[src/rtl/dlc_async_pkg.sv]
// dlc_async_filt shared definitions
// stage limits, counter width helper, edge kinds
package dlc_async_pkg;

  localparam int DLC_ASYNC_MIN_STAGES = 2;
  localparam int DLC_ASYNC_MAX_STAGES = 4;

  typedef enum logic [1:0] {
    NONE,
    RISE,
    FALL
  } edge_t;

  // Filter counter width: max(1, clog2(FILT_CNT+1))
  function automatic int dlc_async_cnt_w(input int filt_cnt);
    return (filt_cnt < 1) ? 1 : $clog2(filt_cnt + 1);
  endfunction

endpackage

[src/rtl/dlc_async_filt_bit.sv]
// dlc_async_filt single-bit slice
// sync chain, stability counter, q and edge pulses
module dlc_async_filt_bit
  import dlc_async_pkg::*;
#(
  parameter int   STAGES   = 2,
  parameter int   FILT_CNT = 0,
  parameter logic RST_BIT  = 1'b0
) (
  input  logic clk,
  input  logic reset,
  input  logic din,
  output logic q,
  output logic rise,
  output logic fall
);

  localparam int            CW   = dlc_async_cnt_w(FILT_CNT);
  localparam logic [CW-1:0] CMAX = CW'(FILT_CNT);

  (* ASYNC_REG = "TRUE" *) logic [STAGES-1:0] sync_q;

  logic          s;
  logic [CW-1:0] cnt_q, cnt_d;
  logic          q_q, q_d;
  logic          rise_q, rise_d;
  logic          fall_q, fall_d;

  assign s    = sync_q[STAGES-1];
  assign q    = q_q;
  assign rise = rise_q;
  assign fall = fall_q;

  // Shift chain; stage 1 samples the raw asynchronous input
  always_ff @(posedge clk or posedge reset) begin
    if (reset) sync_q <= {STAGES{RST_BIT}};
    else       sync_q <= {sync_q[STAGES-2:0], din};
  end

  // Accept s only after it differs from q for FILT_CNT+1 samples
  always_comb begin
    cnt_d  = '0;
    q_d    = q_q;
    rise_d = 1'b0;
    fall_d = 1'b0;
    if (s != q_q) begin
      if (cnt_q == CMAX) begin
        q_d    = s;
        rise_d = s;
        fall_d = ~s;
      end else begin
        cnt_d = cnt_q + 1'b1;
      end
    end
  end

  // Filter state; reset drops any count in flight without a pulse
  always_ff @(posedge clk or posedge reset) begin
    if (reset) begin
      cnt_q  <= '0;
      q_q    <= RST_BIT;
      rise_q <= 1'b0;
      fall_q <= 1'b0;
    end else begin
      cnt_q  <= cnt_d;
      q_q    <= q_d;
      rise_q <= rise_d;
      fall_q <= fall_d;
    end
  end

endmodule

[src/rtl/dlc_async_filt.sv]
// dlc_async_filt: multi-bit filtered synchroniser
// optional sticky change flags under DLC_ASYNC_STICKY_EN
module dlc_async_filt
  import dlc_async_pkg::*;
#(
  parameter int               WIDTH     = 1,
  parameter int               STAGES    = 2,
  parameter int               FILT_CNT  = 0,
  parameter logic [WIDTH-1:0] RESET_VAL = {WIDTH{1'b0}}
) (
  input  logic             clk,
  input  logic             reset,
  input  logic [WIDTH-1:0] din,
  output logic [WIDTH-1:0] q,
  output logic [WIDTH-1:0] rise,
  output logic [WIDTH-1:0] fall,
  output logic             any_chg
`ifdef DLC_ASYNC_STICKY_EN
  ,
  input  logic             sticky_clr,
  output logic [WIDTH-1:0] sticky
`endif
);

  if (STAGES < DLC_ASYNC_MIN_STAGES ||
      STAGES > DLC_ASYNC_MAX_STAGES) begin : g_bad_stages
    $error("dlc_async_filt: STAGES must be 2..4");
  end

  for (genvar i = 0; i < WIDTH; i++) begin : g_bit
    dlc_async_filt_bit #(
      .STAGES  (STAGES),
      .FILT_CNT(FILT_CNT),
      .RST_BIT (RESET_VAL[i])
    ) u_bit (
      .clk  (clk),
      .reset(reset),
      .din  (din[i]),
      .q    (q[i]),
      .rise (rise[i]),
      .fall (fall[i])
    );
  end

  assign any_chg = |(rise | fall);

`ifdef DLC_ASYNC_STICKY_EN
  logic [WIDTH-1:0] sticky_q;

  assign sticky = sticky_q;

  // Sticky change flags; a new pulse beats a coincident clear
  always_ff @(posedge clk or posedge reset) begin
    if (reset) sticky_q <= '0;
    else       sticky_q <= (sticky_q & ~{WIDTH{sticky_clr}}) | rise | fall;
  end
`endif

endmodule

[config.mk]
export PLATFORM = sky130hd
export DESIGN_NAME = dlc_async_filt
export DESIGN_NICKNAME = d
export VERILOG_FILES = /design/src/rtl/dlc_async_pkg.sv /design/src/rtl/dlc_async_filt_bit.sv /design/src/rtl/dlc_async_filt.sv
export SDC_FILE = /design/constraint.sdc
export NUM_CORES = 1
export LEC_CHECK = 0
export ABC_CLOCK_PERIOD_IN_PS = 1600
export BUFFER_PORTS_ARGS = -buffer_cell sky130_fd_sc_hd__buf_4
export CAP_MARGIN = 20
export CORE_AREA = 2 2 39 41
export DETAILED_ROUTE_END_ITERATION = 8
export DIE_AREA = 0 0 41 43
export PLACE_DENSITY = 0.36
export SYNTH_ARGS = -nofsm -noshare
export SYNTH_HDL_FRONTEND = slang
export SYNTH_SLANG_ARGS = --single-unit
[constraint.sdc]
create_clock -name clk -period 1.6 [get_ports clk]
set_clock_uncertainty 0.2 [all_clocks]
set_input_delay 0.08 -clock clk [delete_from_list [all_inputs] [get_ports clk]]
set_output_delay 0.08 -clock clk [all_outputs]
set_load 0.02 [all_outputs]
[Yosys cells after proc, flatten, opt, wreduce, memory -nomap -nowiden]
Cells that the tools add are included.
Cells by class
  multiplexer cells: 6
  reduce and logical (&&, ||, !) cells: 1
  equal/unequal tests: 1
  bitwise logic cells: 3
  $add $sub $neg: 1
Operators by type and width (count)
  2-to-1 mux 1 bit: 6
  inverter 1 bit: 2
  AND reduction 2 bit: 1
  adder 1 bit, second input constant: 1
  != test 1 bit: 1
  bitwise OR 1 bit: 1
Storage, ports and cells
  input bits: 3
  output and inout port bits: 4
  logic and storage cells: 17
  bits in registers: 6

[Depth between registers and ports, before layout]
  depth in word-level cells: 3
  depth in mapped cells: 3
  depth with buffers taken out: 3

[Cells and area by module]
A second synthesis with hierarchy kept.
Second synthesis, totals
  cells, all modules: 12
  area, all modules: 182.7 um^2
By module, submodules not included
  dlc_async_filt_bit: cells each 11, area each 176.4 um^2, seq. area each 125.1 um^2, times used 1
  dlc_async_filt: cells each 1, area each 6.3 um^2, seq. area each 0.0 um^2, times used 1

[Worst setup path after synthesis]
OpenSTA, ideal clock, no wires.
  kind: register to register
  start: register g_bit[0].u_bit.q_q
  end: register g_bit[0].u_bit.q_q
  path slack: 0.155 ns
  path buffers: 0
  period minus slack after synthesis: 1.445 ns
  cell stages (with the launch flop): 4
  data arrival time: 1.119 ns
  path through: dfrtp_1 -> inv_1 -> ha_1 -> mux2_4
On the way
  longest elaborated chain between the ends: 2
RTL lines
  start, declared: RTL line dlc_async_filt_bit.sv:25  | logic q_q, q_d;
  start signal, assigned: RTL line dlc_async_filt_bit.sv:66  | q_q <= q_d;
  != test 1 bit: RTL line dlc_async_filt_bit.sv:46  | if (s != q_q) begin
  AND reduction 2 bit (no line)
Every way passes these cells.
A chain may end at the register's enable or synchronous reset.

[Final worst setup path]
Ends and elaborated chain as after synthesis.

==> reports/qor.txt <==
Clock Path Buffers: 2
Register area share after synthesis: 0.685
Cell variety after synth: 5
RSZ-0062 raised after global routing: no
Root Driver: clkbuf_4
First-pass GRT wire length: 427 µm
Reg-to-reg critical path startpoint: g_bit[0].u_bit.q$_DFFE_PP0P_
Final Hold Fails: 0
Area contributors post-synth: dfrtp_1 (68%), ha_1 (14%), mux2_4 (8.2%), inv_1 (6.2%), or2_2 (3.4%)
Crit path largest cell delay: 0.39 ns
Iter 0 DRT Violations: 1
Critical path required time: 1.52 ns
Remaining Overflow, GRT: 0
Max Fclk: 735 MHz
Sink Count: 5
Setup-failing EPs final: 0
Crit path capture type: flip-flop
Peak VDD IR: 630 µV
Fin crit share: 0.850
Critical path origin: g_bit[0].u_bit.q$_DFFE_PP0P_
Pins Over Slew Limit: 0
IO Count: 7
Hold Crit Class: input port to async pin
Outcome: complete, no violations
Antenna Nets Post-Route: 0
TNS Setup: 0 ns
Vias: 121
Initial antenna violation count: 0
Synth Warn #: 0
Crit path launch type: flip-flop
Clock-pin slew on the worst setup and hold paths: 0.04 ns
Crit-path max FO: 4
Syn nets: 17
Synth area leader: dfrtp_1
Arr. time, crit path: 1.28 ns
Pwr Density: 1690 nW/µm²
Mean area per synthesized cell: 15.2 µm²
Slew of the pin with the lowest slew margin: 0.182 ns
CTS tree: built
Vias in the first global route: 127
Core region area: 1380 µm²
Total CTS buffers: 3
Post-CTS setup buffer count: 0
DRC viols: 0
Die ar.: 1760 µm²
RD Place Congestion: 0.565
Rows: 14
Max Cap Viol: 0
N_diodes: 0
Via density: 3.03
Worst path cell trace: inv_1 > ha_1 > mux2_4
Die height: 43 µm
Final Critical Period: 1.36 ns
Net total in the final layout: 30
Slew HR: 0.879
CP max-delay cell: dfrtp_1
Clk Latency, worst-skew pair: 0.24 ns
Total Wirelength: 251 µm
Post-route cell area: 294 µm²
WL/cell: 6.28 µm
Cell count after synthesis: 12
Largest net degree at the start of global routing: 6
Synth top area share: 0.685
Post-CTS Hold Buffers: 2
Initial Util: 0.132
Area delta synth->final: 61.0%
H-Tree Depth: 1
Die Width: 41 µm
Pre-antenna DRT Iters: 2
GRT Overall Usage: 0.0433
Synth Cell Area: 183 µm²
Layout cell share with drive strength beyond 1: 0.458
WS Path Type: flip-flop to flip-flop
Port-buffer cells: 6
#FFs+latches synth: 5
LEAKAGE: 0.158 nW
Placed instance area: 248 µm²
Post-cts sizing count: 0
## state kept, by name (all words and copies together), names as in the netlist
name                cells
g_bit.u_bit.sync_q      2
g_bit.u_bit.fall        1
g_bit.u_bit.q           1
g_bit.u_bit.rise        1
## final cells by class
type	count	area [µm²]
fillers	155	1090
multi-input cells	4	46.3
clock buffers	4	26.3
repair buffers	8	65.1
flip-flops and latches	5	125
inverters	3	11.3
well taps	16	20.0
## cell usage after synthesis
cell     number
or2_2         1
inv_1         3
ha_1          2
dfrtp_1       5
mux2_4        1
## layer usage
layer	up-vias	routed length [µm]	GRT usage
li1	60	-	-
met1	52	99	0.0293
met2	9	116	0.0594
met3	0	35	0.0628
met4	0	0	0.0200
met5	-	0	0
## cells in the final DEF, fill, tap and decap left out, drive strengths merged
cell / instances
buf: 6
clkbuf: 4
dfrtp: 5
dlygate4sd3: 2
ha: 2
inv: 3
mux2: 1
or2: 1
## worst max-delay path: cells and delay by family (launching register included)
family / cells / cell delay (ns)
DFF: 1 / 0.39
adders and majority gates: 1 / 0.30
muxes: 1 / 0.30
buffers and inverters: 1 / 0.06
## per-stage QoR
step | std cells | setup slack, ns | utilization | power, mW | hold WS, ns
final | 40 | 0.240 | 0.212 | 0.498 | 0.0940
after global routing | 40 | 0.189 | 0.212 | 0.543 | 0.119
after CTS | 40 | 0.241 | 0.212 | 0.509 | 0.0913
after detailed placement | 34 | 0.248 | 0.179 | 0.358 | -0.204
after global placement | 34 | 0.267 | 0.179 | 0.357 | -0.209
after floorplan | 12 | 0.155 | - | 0.284 | -0.341
## worst paths after layout
kind,endpoint,slack [ns],cells past startpoint
max,g_bit[0].u_bit.q$_DFFE_PP0P_,0.24,3
min,g_bit[0].u_bit.q$_DFFE_PP0P_,0.09,3
max reg2reg,g_bit[0].u_bit.q$_DFFE_PP0P_,0.24,3
min reg2reg,g_bit[0].u_bit.sync_q[1]$_DFF_PP0_,0.15,0
max in group asynchronous,g_bit[0].u_bit.sync_q[1]$_DFF_PP0_,0.94,3
min in group clk,g_bit[0].u_bit.sync_q[1]$_DFF_PP0_,0.15,0
## power breakdown
| part | internal, mW | total, mW | leakage [nW] | switching (mW) |
|---|---|---|---|---|
| sequential | 0.157 | 0.178 | 0.0607 | 0.0215 |
| clock | 0.0940 | 0.141 | 0.0150 | 0.0471 |
| combinational | 0.0935 | 0.178 | 0.0818 | 0.0849 |
## logic make-up (layout without fill, tap and decap cells)
group	after synthesis	count (layout)	share of synthesized area
muxes	1	1	0.0822
DFF	5	5	0.685
and+or+nand+nor	1	1	0.0343
adders and majority gates	2	2	0.137
buffers and inverters	3	15	0.0616
Note: power is estimated with default switching activity, not from simulation.
